**src/rtl/mdio_responder_if.sv**
```systemverilog
// MDIO responder bus bundle.
// Groups the management pads, the PHY-status input and the write/error side-band outputs.
//   mdc       : management clock from the initiator (asynchronous to clk)
//   mdio_in   : MDIO pad input
//   mdio_out  : MDIO drive value
//   mdio_oen  : MDIO output enable, active-low (1 = tristate)
//   link_up   : link status reflected in reg1 bit 2
//   wr_strobe : 1-cycle pulse on a committed write to an implemented register
//   wr_addr   : register address of the last committed write
//   wr_data   : data of the last committed write
//   frame_err : 1-cycle pulse on an invalid ST or OP field
// Modports: slave = the responder, master = the initiator/environment side.
interface mdio_responder_if;
  logic        mdc;
  logic        mdio_in;
  logic        mdio_out;
  logic        mdio_oen;
  logic        link_up;
  logic        wr_strobe;
  logic [4:0]  wr_addr;
  logic [15:0] wr_data;
  logic        frame_err;

  modport slave (
    input  mdc, mdio_in, link_up,
    output mdio_out, mdio_oen, wr_strobe, wr_addr, wr_data, frame_err
  );

  modport master (
    output mdc, mdio_in, link_up,
    input  mdio_out, mdio_oen, wr_strobe, wr_addr, wr_data, frame_err
  );
endinterface

```
**src/rtl/mdio_responder.sv**
```systemverilog
// Clause 22 MDIO management responder (PHY side) with a small register bank.
// MDC and MDIO are oversampled in the clk domain; MDC is never used as a clock.
// Ports:
//   clk : system clock, at least 8x the MDC frequency
//   rst : asynchronous, active-high reset
//   bus : mdio_responder_if.slave (mdc/mdio pads, link_up, write and error side-band)
// Register map: reg0 R/W (bit 15 self-clearing soft reset), reg1 status, reg2/3 PHY ID,
// reg4..NUM_REGS-1 R/W. Unimplemented addresses read 0 and ignore writes.
module mdio_responder #(
  parameter logic [4:0]  PHY_ADDR     = 5'd1,
  parameter logic [15:0] PHY_ID1      = 16'h0141,
  parameter logic [15:0] PHY_ID2      = 16'h0CC2,
  parameter int unsigned NUM_REGS     = 8,
  parameter int unsigned PREAMBLE_MIN = 32,
  parameter int unsigned TIMEOUT_CYC  = 4096
) (
  input logic             clk,
  input logic             rst,
  mdio_responder_if.slave bus
);

  localparam int unsigned CntW = ($clog2(PREAMBLE_MIN + 1) > 5) ? $clog2(PREAMBLE_MIN + 1) : 5;
  localparam int unsigned ToW  = $clog2(TIMEOUT_CYC + 1);
  localparam logic [CntW-1:0] PreMax = CntW'(PREAMBLE_MIN);
  localparam logic [CntW-1:0] CntOne = CntW'(1);

  typedef enum logic [2:0] {
    StIdle, StSt, StOp, StPhyad, StRegad, StTa, StData, StSkip
  } state_e;

  // Synchronizers; mdc flops reset high so a high idle MDC at reset release is not an edge.
  logic [1:0] mdc_sync_q, mdio_sync_q;
  logic       mdc_prev_q;
  logic       evt, bit_in;

  state_e          state_q, state_d;
  logic [CntW-1:0] cnt_q, cnt_d;
  logic [4:0]      addr_sh_q, addr_sh_d;
  logic [15:0]     data_sh_q, data_sh_d;
  logic            is_read_q, is_read_d;
  logic            op_hi_q, op_hi_d;
  logic            out_q, out_d;
  logic            oen_q, oen_d;
  logic            wr_strobe_q, wr_strobe_d;
  logic [4:0]      wr_addr_q, wr_addr_d;
  logic [15:0]     wr_data_q, wr_data_d;
  logic            frame_err_q, frame_err_d;
  logic [ToW-1:0]  to_q, to_d;
  logic            timeout;

  logic [15:0] regs_q [NUM_REGS];
  logic        reg_wr_en, reg_restore;
  logic [15:0] commit_word;
  logic [4:0]  rd_addr;
  logic [15:0] rd_word;

  assign evt    = mdc_sync_q[1] & ~mdc_prev_q;
  assign bit_in = mdio_sync_q[1];

  always_ff @(posedge clk or posedge rst) begin
    if (rst) begin
      mdc_sync_q  <= 2'b11;
      mdc_prev_q  <= 1'b1;
      mdio_sync_q <= 2'b11;
    end else begin
      mdc_sync_q  <= {mdc_sync_q[0], bus.mdc};
      mdc_prev_q  <= mdc_sync_q[1];
      mdio_sync_q <= {mdio_sync_q[0], bus.mdio_in};
    end
  end

  // Read mux; address includes the REGAD bit being sampled this cycle.
  always_comb begin
    rd_addr = {addr_sh_q[3:0], bit_in};
    rd_word = '0;
    if (rd_addr == 5'd0) begin
      rd_word = regs_q[0];
    end else if (rd_addr == 5'd1) begin
      rd_word = {13'b0, bus.link_up, 2'b0};
    end else if (rd_addr == 5'd2) begin
      rd_word = PHY_ID1;
    end else if (rd_addr == 5'd3) begin
      rd_word = PHY_ID2;
    end else begin
      for (int i = 4; i < int'(NUM_REGS); i++) begin
        if (rd_addr == 5'(i)) rd_word = regs_q[i];
      end
    end
  end

  always_comb begin
    state_d     = state_q;
    cnt_d       = cnt_q;
    addr_sh_d   = addr_sh_q;
    data_sh_d   = data_sh_q;
    is_read_d   = is_read_q;
    op_hi_d     = op_hi_q;
    out_d       = out_q;
    oen_d       = oen_q;
    wr_strobe_d = 1'b0;
    wr_addr_d   = wr_addr_q;
    wr_data_d   = wr_data_q;
    frame_err_d = 1'b0;
    to_d        = to_q;
    timeout     = 1'b0;
    reg_wr_en   = 1'b0;
    reg_restore = 1'b0;
    commit_word = {data_sh_q[14:0], bit_in};

    if (state_q == StIdle || evt) begin
      to_d = '0;
    end else if (to_q == ToW'(TIMEOUT_CYC - 1)) begin
      to_d    = '0;
      timeout = 1'b1;
    end else begin
      to_d = to_q + ToW'(1);
    end

    if (timeout) begin
      state_d = StIdle;
      cnt_d   = '0;
      oen_d   = 1'b1;
      out_d   = 1'b1;
    end else if (evt) begin
      unique case (state_q)
        StIdle: begin
          if (bit_in) begin
            if (cnt_q != PreMax) cnt_d = cnt_q + CntOne;
          end else if (cnt_q == PreMax) begin
            state_d = StSt;  // this 0 is the first ST bit
          end else begin
            cnt_d = '0;
          end
        end
        StSt: begin
          cnt_d = '0;
          if (bit_in) begin
            state_d = StOp;
          end else begin
            frame_err_d = 1'b1;
            state_d     = StIdle;
          end
        end
        StOp: begin
          if (cnt_q == '0) begin
            op_hi_d = bit_in;
            cnt_d   = CntOne;
          end else begin
            cnt_d = '0;
            if (op_hi_q != bit_in) begin
              is_read_d = op_hi_q;  // 10 = read, 01 = write
              state_d   = StPhyad;
            end else begin
              frame_err_d = 1'b1;
              state_d     = StSkip;
            end
          end
        end
        StPhyad: begin
          addr_sh_d = {addr_sh_q[3:0], bit_in};
          if (cnt_q == CntW'(4)) begin
            cnt_d   = '0;
            state_d = (addr_sh_d == PHY_ADDR) ? StRegad : StSkip;
          end else begin
            cnt_d = cnt_q + CntOne;
          end
        end
        StRegad: begin
          addr_sh_d = {addr_sh_q[3:0], bit_in};
          if (cnt_q == CntW'(4)) begin
            cnt_d     = '0;
            data_sh_d = rd_word;  // snapshot, including link_up
            state_d   = StTa;
          end else begin
            cnt_d = cnt_q + CntOne;
          end
        end
        StTa: begin
          if (cnt_q == '0) begin
            cnt_d = CntOne;
            if (is_read_q) begin
              oen_d = 1'b0;
              out_d = 1'b0;
            end
          end else begin
            cnt_d   = '0;
            state_d = StData;
            if (is_read_q) begin
              out_d     = data_sh_q[15];
              data_sh_d = {data_sh_q[14:0], 1'b0};
            end
          end
        end
        StData: begin
          if (is_read_q) begin
            if (cnt_q == CntW'(15)) begin
              oen_d   = 1'b1;
              out_d   = 1'b1;
              cnt_d   = '0;
              state_d = StIdle;
            end else begin
              out_d     = data_sh_q[15];
              data_sh_d = {data_sh_q[14:0], 1'b0};
              cnt_d     = cnt_q + CntOne;
            end
          end else begin
            data_sh_d = commit_word;
            if (cnt_q == CntW'(15)) begin
              cnt_d   = '0;
              state_d = StIdle;
              if (32'(addr_sh_q) < NUM_REGS) begin
                wr_strobe_d = 1'b1;
                wr_addr_d   = addr_sh_q;
                wr_data_d   = commit_word;
                if (addr_sh_q == 5'd0) begin
                  if (commit_word[15]) reg_restore = 1'b1;
                  else                 reg_wr_en   = 1'b1;
                end else if (addr_sh_q >= 5'd4) begin
                  reg_wr_en = 1'b1;
                end
              end
            end else begin
              cnt_d = cnt_q + CntOne;
            end
          end
        end
        StSkip: begin
          // TA + DATA bits of a frame not addressed to us
          if (cnt_q == CntW'(17)) begin
            cnt_d   = '0;
            state_d = StIdle;
          end else begin
            cnt_d = cnt_q + CntOne;
          end
        end
        default: begin
          state_d = StIdle;
          cnt_d   = '0;
        end
      endcase
    end
  end

  always_ff @(posedge clk or posedge rst) begin
    if (rst) begin
      state_q     <= StIdle;
      cnt_q       <= '0;
      addr_sh_q   <= '0;
      data_sh_q   <= '0;
      is_read_q   <= 1'b0;
      op_hi_q     <= 1'b0;
      out_q       <= 1'b1;
      oen_q       <= 1'b1;
      wr_strobe_q <= 1'b0;
      wr_addr_q   <= '0;
      wr_data_q   <= '0;
      frame_err_q <= 1'b0;
      to_q        <= '0;
    end else begin
      state_q     <= state_d;
      cnt_q       <= cnt_d;
      addr_sh_q   <= addr_sh_d;
      data_sh_q   <= data_sh_d;
      is_read_q   <= is_read_d;
      op_hi_q     <= op_hi_d;
      out_q       <= out_d;
      oen_q       <= oen_d;
      wr_strobe_q <= wr_strobe_d;
      wr_addr_q   <= wr_addr_d;
      wr_data_q   <= wr_data_d;
      frame_err_q <= frame_err_d;
      to_q        <= to_d;
    end
  end

  // Register bank; entries 1..3 are computed on read and never stored.
  always_ff @(posedge clk or posedge rst) begin
    if (rst) begin
      for (int i = 0; i < int'(NUM_REGS); i++) regs_q[i] <= '0;
    end else if (reg_restore) begin
      for (int i = 0; i < int'(NUM_REGS); i++) regs_q[i] <= '0;
    end else if (reg_wr_en) begin
      for (int i = 0; i < int'(NUM_REGS); i++) begin
        if ((i == 0 || i >= 4) && addr_sh_q == 5'(i)) regs_q[i] <= commit_word;
      end
    end
  end

  assign bus.mdio_out  = out_q;
  assign bus.mdio_oen  = oen_q;
  assign bus.wr_strobe = wr_strobe_q;
  assign bus.wr_addr   = wr_addr_q;
  assign bus.wr_data   = wr_data_q;
  assign bus.frame_err = frame_err_q;

endmodule

```
**src/flat_wrapper.sv**
```systemverilog
// flat-port wrapper written by rule: the top's interface ports become plain ports
module mdio_responder_flat 
#(
  parameter logic [4:0]  PHY_ADDR     = 5'd1,
  parameter logic [15:0] PHY_ID1      = 16'h0141,
  parameter logic [15:0] PHY_ID2      = 16'h0CC2,
  parameter int unsigned NUM_REGS     = 8,
  parameter int unsigned PREAMBLE_MIN = 32,
  parameter int unsigned TIMEOUT_CYC  = 4096
)
  (clk, rst, bus_mdc, bus_mdio_in, bus_link_up, bus_mdio_out, bus_mdio_oen, bus_wr_strobe, bus_wr_addr, bus_wr_data, bus_frame_err);
  mdio_responder_if bus_i ();
  input logic clk;
  input logic rst;
  input wire logic [$bits(bus_i.mdc)-1:0] bus_mdc;
  input wire logic [$bits(bus_i.mdio_in)-1:0] bus_mdio_in;
  input wire logic [$bits(bus_i.link_up)-1:0] bus_link_up;
  output wire logic [$bits(bus_i.mdio_out)-1:0] bus_mdio_out;
  output wire logic [$bits(bus_i.mdio_oen)-1:0] bus_mdio_oen;
  output wire logic [$bits(bus_i.wr_strobe)-1:0] bus_wr_strobe;
  output wire logic [$bits(bus_i.wr_addr)-1:0] bus_wr_addr;
  output wire logic [$bits(bus_i.wr_data)-1:0] bus_wr_data;
  output wire logic [$bits(bus_i.frame_err)-1:0] bus_frame_err;
  assign bus_i.mdc = bus_mdc;
  assign bus_i.mdio_in = bus_mdio_in;
  assign bus_i.link_up = bus_link_up;
  assign bus_mdio_out = bus_i.mdio_out;
  assign bus_mdio_oen = bus_i.mdio_oen;
  assign bus_wr_strobe = bus_i.wr_strobe;
  assign bus_wr_addr = bus_i.wr_addr;
  assign bus_wr_data = bus_i.wr_data;
  assign bus_frame_err = bus_i.frame_err;
  mdio_responder #(.PHY_ADDR(PHY_ADDR), .PHY_ID1(PHY_ID1), .PHY_ID2(PHY_ID2), .NUM_REGS(NUM_REGS), .PREAMBLE_MIN(PREAMBLE_MIN), .TIMEOUT_CYC(TIMEOUT_CYC)) u_core (.clk(clk), .rst(rst), .bus(bus_i));
endmodule
```
**config.mk**
```make
export PLATFORM = sky130hd
export DESIGN_NAME = mdio_responder_flat
export DESIGN_NICKNAME = d
export VERILOG_FILES = /design/src/rtl/mdio_responder_if.sv /design/src/rtl/mdio_responder.sv /design/src/flat_wrapper.sv
export SDC_FILE = /design/constraint.sdc
export NUM_CORES = 1
export LEC_CHECK = 0
export ABC_AREA = 1
export CORE_MARGIN = 8
export CORE_UTILIZATION = 27
export DETAILED_ROUTE_END_ITERATION = 10
export GPL_ROUTABILITY_DRIVEN = 0
export PLACE_DENSITY_LB_ADDON = 0.25
export SYNTH_ARGS = -nofsm -noshare
export SYNTH_HDL_FRONTEND = slang
export SYNTH_SLANG_ARGS = --single-unit
```
**constraint.sdc**
```tcl
create_clock -name clk -period 12.5 [get_ports clk]
set_clock_uncertainty 0.2 [all_clocks]
set_input_delay 3.75 -clock clk [delete_from_list [all_inputs] [get_ports clk]]
set_output_delay 3.75 -clock clk [all_outputs]
set_load 0.02 [all_outputs]
```
* After elaboration in Yosys (flattened, before gate mapping)
Index checks and enable logic that the tools add are counted.
** Word-level totals
- Bits in registers :: 155
- Word-level logic and storage cells :: 196
** Operators by class
- Reductions and logical operators :: 30
- Equal/unequal tests :: 42
- Bitwise logic cells :: 5
- Mux-type cells :: 94
- $lt $le $gt $ge :: 2
- Add/sub/neg operators :: 2
** Operators with widths (number)
- $mux 16 :: 20
- $mux 64 :: 2
- $mux 6 :: 8
- $pmux 16 s3 :: 1
- $mux 1 :: 43
- $eq 5x3->1 const B :: 8
- $pmux 6 s6 :: 1
- $mux 3 :: 11
- $mux 13 :: 2
- $pmux 3 s8 :: 1
- $ne 3x1->1 const B :: 7
- $reduce_bool 2->1 :: 7
- $add 13x1->13 const B :: 1
- $eq 13x12->1 const B :: 1
- $eq 3x3->1 const B :: 4
- $reduce_and 6->1 :: 2
- $eq 5x2->1 const B :: 2
- $logic_not 5->1 :: 2
- $reduce_and 2->1 :: 5
- $ne 3x2->1 const B :: 3
- $reduce_and 9->1 :: 1
- $reduce_and 4->1 :: 2
- $reduce_and 7->1 :: 1
- $add 6x1->6 const B :: 1
- 27 further kinds :: 39

* Longest topological paths before layout
- Depth in word-level cells :: 11
- Depth in mapped cells :: 11

* Worst setup path before layout
No wires, ideal clock.
- Path type :: reg2out
- Start point :: reg u_core.oen_q, in the netlist u_core.bus.mdio_oen
- End point :: out bus_mdio_oen
- Slack :: 7.987 ns
- Stages on the path, launching flop included :: 1
- Data arrival time :: 0.563 ns
- Cells stage by stage :: dfstp_2
** RTL lines
- start: declaration :: line mdio_responder.sv:43 : logic oen_q, oen_d;
- start signal: assignment :: line mdio_responder.sv:267 : oen_q <= oen_d;
- end: declaration :: line flat_wrapper.sv:19 : output wire logic [$bits(bus_i.mdio_oen)-1:0] bus_mdio_oen;
No word-level cell between the ends.

* Final worst setup path
- Start point :: reg u_core.oen_q, in the netlist u_core.bus.mdio_oen
- End point :: out bus_mdio_oen
No word-level cell between the ends.

==> results_tabular.tex <==
\begin{tabular}{lr}
\hline
Metric & Value \\
\hline
\multicolumn{2}{l}{\textbf{Timing}} \\
Least-Margin Pin Slew & around 900 ps \\
Max Fclk & roughly 180 MHz \\
Time the final worst path needs with I/O delays and setup & roughly 5500 ps \\
Pins over their slew limit & 0 \\
Final critical-path share of the clock period & between 40\% and 50\% \\
Slew Limit Headroom & 40.0\% \\
Worst Hold Slack & roughly 160 ps \\
Count of final setup violators & 0 \\
RSZ-0062 raised after global routing & no \\
Count of final hold-check violations & 0 \\
Final TNS setup & 0 ps \\
\multicolumn{2}{l}{\textbf{Logic synthesis}} \\
Share of Yosys cell area claimed by the top area cell type & 47.5\% \\
Most area-hungry cell type in the Yosys netlist & sky130\_fd\_sc\_hd\_\_dfrtp\_1 \\
Ranking of synthesized cells by instance count & 380 x sky130\_fd\_sc\_hd\_\_nand2\_1, 148 x sky130\_fd\_sc\_hd\_\_dfrtp\_1, 108 x sky130\_fd\_sc\_hd\_\_nand3\_1, 78 x sky130\_fd\_sc\_hd\_\_inv\_1, 74 x sky130\_fd\_sc\_hd\_\_nor2\_1 \\
Largest cells by area after synthesis & sky130\_fd\_sc\_hd\_\_dfrtp\_1 47\%, sky130\_fd\_sc\_hd\_\_nand2\_1 18\%, sky130\_fd\_sc\_hd\_\_nand3\_1 6.9\% \\
Syn Area/Cell & roughly 7.7 um\^{}2 \\
Asr flop ratio synth & 100\% \\
Gate count after technology mapping & between 1000 and 1500 \\
Yosys warns & 0 \\
EDFF count, synth & 0 \\
Top\_reg\_cell synth & sky130\_fd\_sc\_hd\_\_dfrtp\_1 \\
Post-synthesis sequential area ratio & between 40\% and 50\% \\
Unique masters post-synth & 40 \\
Net Count, Synth & roughly 1000 \\
Most common cell in the synthesized netlist & sky130\_fd\_sc\_hd\_\_nand2\_1 \\
Number of synthesized register bits & roughly 160 \\
Netlist area before placement & 7800 um\^{}2 \\
\multicolumn{2}{l}{\textbf{GRT}} \\
Overflow left after global routing & 0 \\
Global-route layer with the greatest usage & met2 \\
Vias in the first global route & 6134 \\
Number of antenna violations at the first check in global routing & 1 \\
Global-route met3 utilization & $\sim$2.7\% \\
Wire length of the first global-routing pass & about 34000 um \\
Met1 Track Usage GR & 17.3\% \\
Met2 Usage GRT & around 19\% \\
Largest net degree at the start of global routing & between 80 and 90 \\
Global-route usage over all layers & between 10\% and 20\% \\
\multicolumn{2}{l}{\textbf{Status}} \\
Outcome & completed \\
\multicolumn{2}{l}{\textbf{Floorplan}} \\
Initial Utilization & a little over a quarter \\
Floorplan die area & around 35000 um\^{}2 \\
Core area & around 29000 um\^{}2 \\
Die height & 186 um \\
Number of standard-cell rows in the floorplan & 62 \\
Number of primary I/O pins & 30 \\
Width of the die & roughly 190 um \\
\multicolumn{2}{l}{\textbf{Routing}} \\
Number of vias per cell & 4.53 \\
Number of routed nets with antenna violations & 0 \\
Wire per inst & about 15 um \\
Wire length after detailed routing & about 21000 um \\
Length of the first detailed-routing pass in iterations & 5 \\
Via total after detailed routing & roughly 6400 \\
Drt first-iter violations & around 480 \\
Number of remaining DRC errors & 0 \\
\multicolumn{2}{l}{\textbf{Setup path}} \\
Worst path max stage delay & 600 ps \\
Number of buffers and inverters on the critical path & 1 \\
Crit Path Class & register to output pin \\
Worst Path Required & between 8000 and 9000 ps \\
Startpoint Class & register \\
Kind of cell with the highest combined delay on the critical path & buffers and inverters \\
Critical-path top delay cell & sky130\_fd\_sc\_hd\_\_clkdlybuf4s50\_1 \\
Critical path cell sequence & clkdlybuf4s50\_1 \\
Crit Path Max Fanout & 2 \\
Worst path arrival time & 1560 ps \\
Crit end category & output pin \\
\multicolumn{2}{l}{\textbf{Power}} \\
IR drop worst, VDD & around 0.063 mV \\
Lkg Pwr & around 4.4 nW \\
Total power & between 1 and 1.5 mW \\
Cell area power density & roughly 110 nW/um\^{}2 \\
\multicolumn{2}{l}{\textbf{Final layout}} \\
Layout cells sized above 1 & between 8 and 9\% \\
Final standard cell count with taps included and fillers excluded & 1421 \\
Number of nets in the final layout & 1033 \\
Filler Cell Count & 3100 \\
Signed area change from the synthesized netlist to the final layout & 14.7\% \\
Number of antenna cells inserted & 0 \\
Final cell utilization of the core & between 30\% and 40\% \\
\multicolumn{2}{l}{\textbf{Flow run}} \\
Max\_cap viols & 0 \\
\multicolumn{2}{l}{\textbf{Clocking}} \\
Post-CTS clock slew at the launch and capture registers of the worst setup and hold paths & $\sim$60 ps \\
Insertion delay to the later sink of the worst-skew pair & about 430 ps \\
Clk sink count & around 160 \\
Root buffer cell & sky130\_fd\_sc\_hd\_\_clkbuf\_16 \\
Post-cts repair resize count & 0 \\
Htree depth & 4 \\
Maximum clock path buffer count & 2 \\
Post-cts hold buffer count & 0 \\
Postcts setup bufs & 0 \\
Clock tree from TritonCTS & done \\
Num CTS Buffers & 17 \\
\multicolumn{2}{l}{\textbf{Min path}} \\
Worst min-delay path category & register to register \\
\multicolumn{2}{l}{\textbf{Placed design}} \\
Number of I/O port buffers & 29 \\
Placed wire-length estimate after detailed placement & around 14000 um \\
Number of placed cells counting well taps & $\sim$1400 \\
\hline
\end{tabular}
[report_power, final]
part | switching (mW) | internal, mW
Combinational | 0.0221 | 0.00642
Sequential | 0.00356 | 0.504
Clock | 0.228 | 0.258
[sequential cells by signal, indices dropped and copies added (netlist names)]
signal,count
u_core.addr_sh_q,5
u_core.bus.frame_err,1
u_core.bus.mdio_oen,1
u_core.bus.mdio_out,1
u_core.bus.wr_addr,5
u_core.bus.wr_data,16
u_core.bus.wr_strobe,1
u_core.cnt_q,6
u_core.data_sh_q,16
u_core.is_read_q,1
u_core.mdc_prev_q,1
u_core.mdc_sync_q,2
u_core.mdio_sync_q,2
u_core.op_hi_q,1
u_core.regs_q,80
u_core.state_q,3
u_core.to_q,13
[per-layer routing]
layer | wire length [um] | vias up
met5 | 11 | -
met4 | 220 | 2
met3 | 875 | 15
met2 | 9390 | 118
met1 | 10200 | 3062
li1 | - | 3235
[stage by stage]
stage / worst slack, ps / instance area, um^2
floorplan: 4380 / 7800
global placement: 6410 / 8410
detailed placement: 6440 / 8410
CTS: 6900 / 8950
global route: 6690 / 8950
finish: 6990 / 8950
[worst paths after layout]
kind / startpoint / to / slack [ps] / cells past startpoint
setup / recovery: u_core.bus.mdio_oen / bus_mdio_oen / 6990 / 1
hold / removal: u_core.mdc_sync_q[0] / u_core.mdc_sync_q[1] / 160 / 0
setup reg to reg: u_core.cnt_q[0] / u_core.regs_q[37] / 9720 / 11
hold reg to reg: u_core.mdc_sync_q[0] / u_core.mdc_sync_q[1] / 160 / 0
max in group asynchronous: rst / u_core.regs_q[22] / 7020 / 3
min in group asynchronous: rst / u_core.bus.wr_data[15] / 3680 / 2
[layout make-up]
class	count	area [um^2]	share of cell area, %
sequential	155	3890	43.4
multi-input combinational	720	3320	37.1
tap	384	480	5.37
clock buffer	18	429	4.79
inverter	96	388	4.33
timing repair buffer	34	328	3.66
clock inverter	14	116	1.30
[cell usage in the layout (no fill, tap or decap), types with 2 or more instances in the layout]
cell type / n
sky130_fd_sc_hd__nand2_1: 380
sky130_fd_sc_hd__dfrtp_1: 148
sky130_fd_sc_hd__nand3_1: 108
sky130_fd_sc_hd__inv_1: 77
sky130_fd_sc_hd__nor2_1: 74
sky130_fd_sc_hd__a21oi_1: 34
sky130_fd_sc_hd__clkdlybuf4s50_1: 29
sky130_fd_sc_hd__o21ai_0: 25
sky130_fd_sc_hd__nand4_1: 19
sky130_fd_sc_hd__clkbuf_16: 17
sky130_fd_sc_hd__o21ai_1: 16
sky130_fd_sc_hd__inv_2: 13
sky130_fd_sc_hd__clkinv_4: 9
sky130_fd_sc_hd__nor3_1: 9
sky130_fd_sc_hd__nor2_2: 7
sky130_fd_sc_hd__dfstp_2: 7
sky130_fd_sc_hd__o211ai_1: 6
sky130_fd_sc_hd__xor2_1: 6
sky130_fd_sc_hd__nand3_4: 5
sky130_fd_sc_hd__buf_4: 5
sky130_fd_sc_hd__ha_1: 4
sky130_fd_sc_hd__nand3_2: 3
sky130_fd_sc_hd__nor2_4: 3
sky130_fd_sc_hd__nand3b_1: 3
sky130_fd_sc_hd__nor4_1: 3
sky130_fd_sc_hd__inv_6: 3
sky130_fd_sc_hd__clkinvlp_4: 3
sky130_fd_sc_hd__a211oi_1: 2
sky130_fd_sc_hd__nand2_2: 2
sky130_fd_sc_hd__or2_2: 2
sky130_fd_sc_hd__clkinv_2: 2
sky130_fd_sc_hd__inv_8: 2
[kinds of logic (layout without fill, tap and decap cells)]
logic type | Yosys count | after routing | synth area share (%)
AOI/OAI and AO/OA | 87 | 87 | 6.21
xor gates and xnor gates | 7 | 7 | 0.786
adders and majority gates | 4 | 4 | 0.641
buffers and inverters | 133 | 162 | 7.58
DFF | 155 | 155 | 49.8
and+or+nand+nor | 622 | 622 | 35.0
No activity file was read; power rests on OpenSTA's default activity.
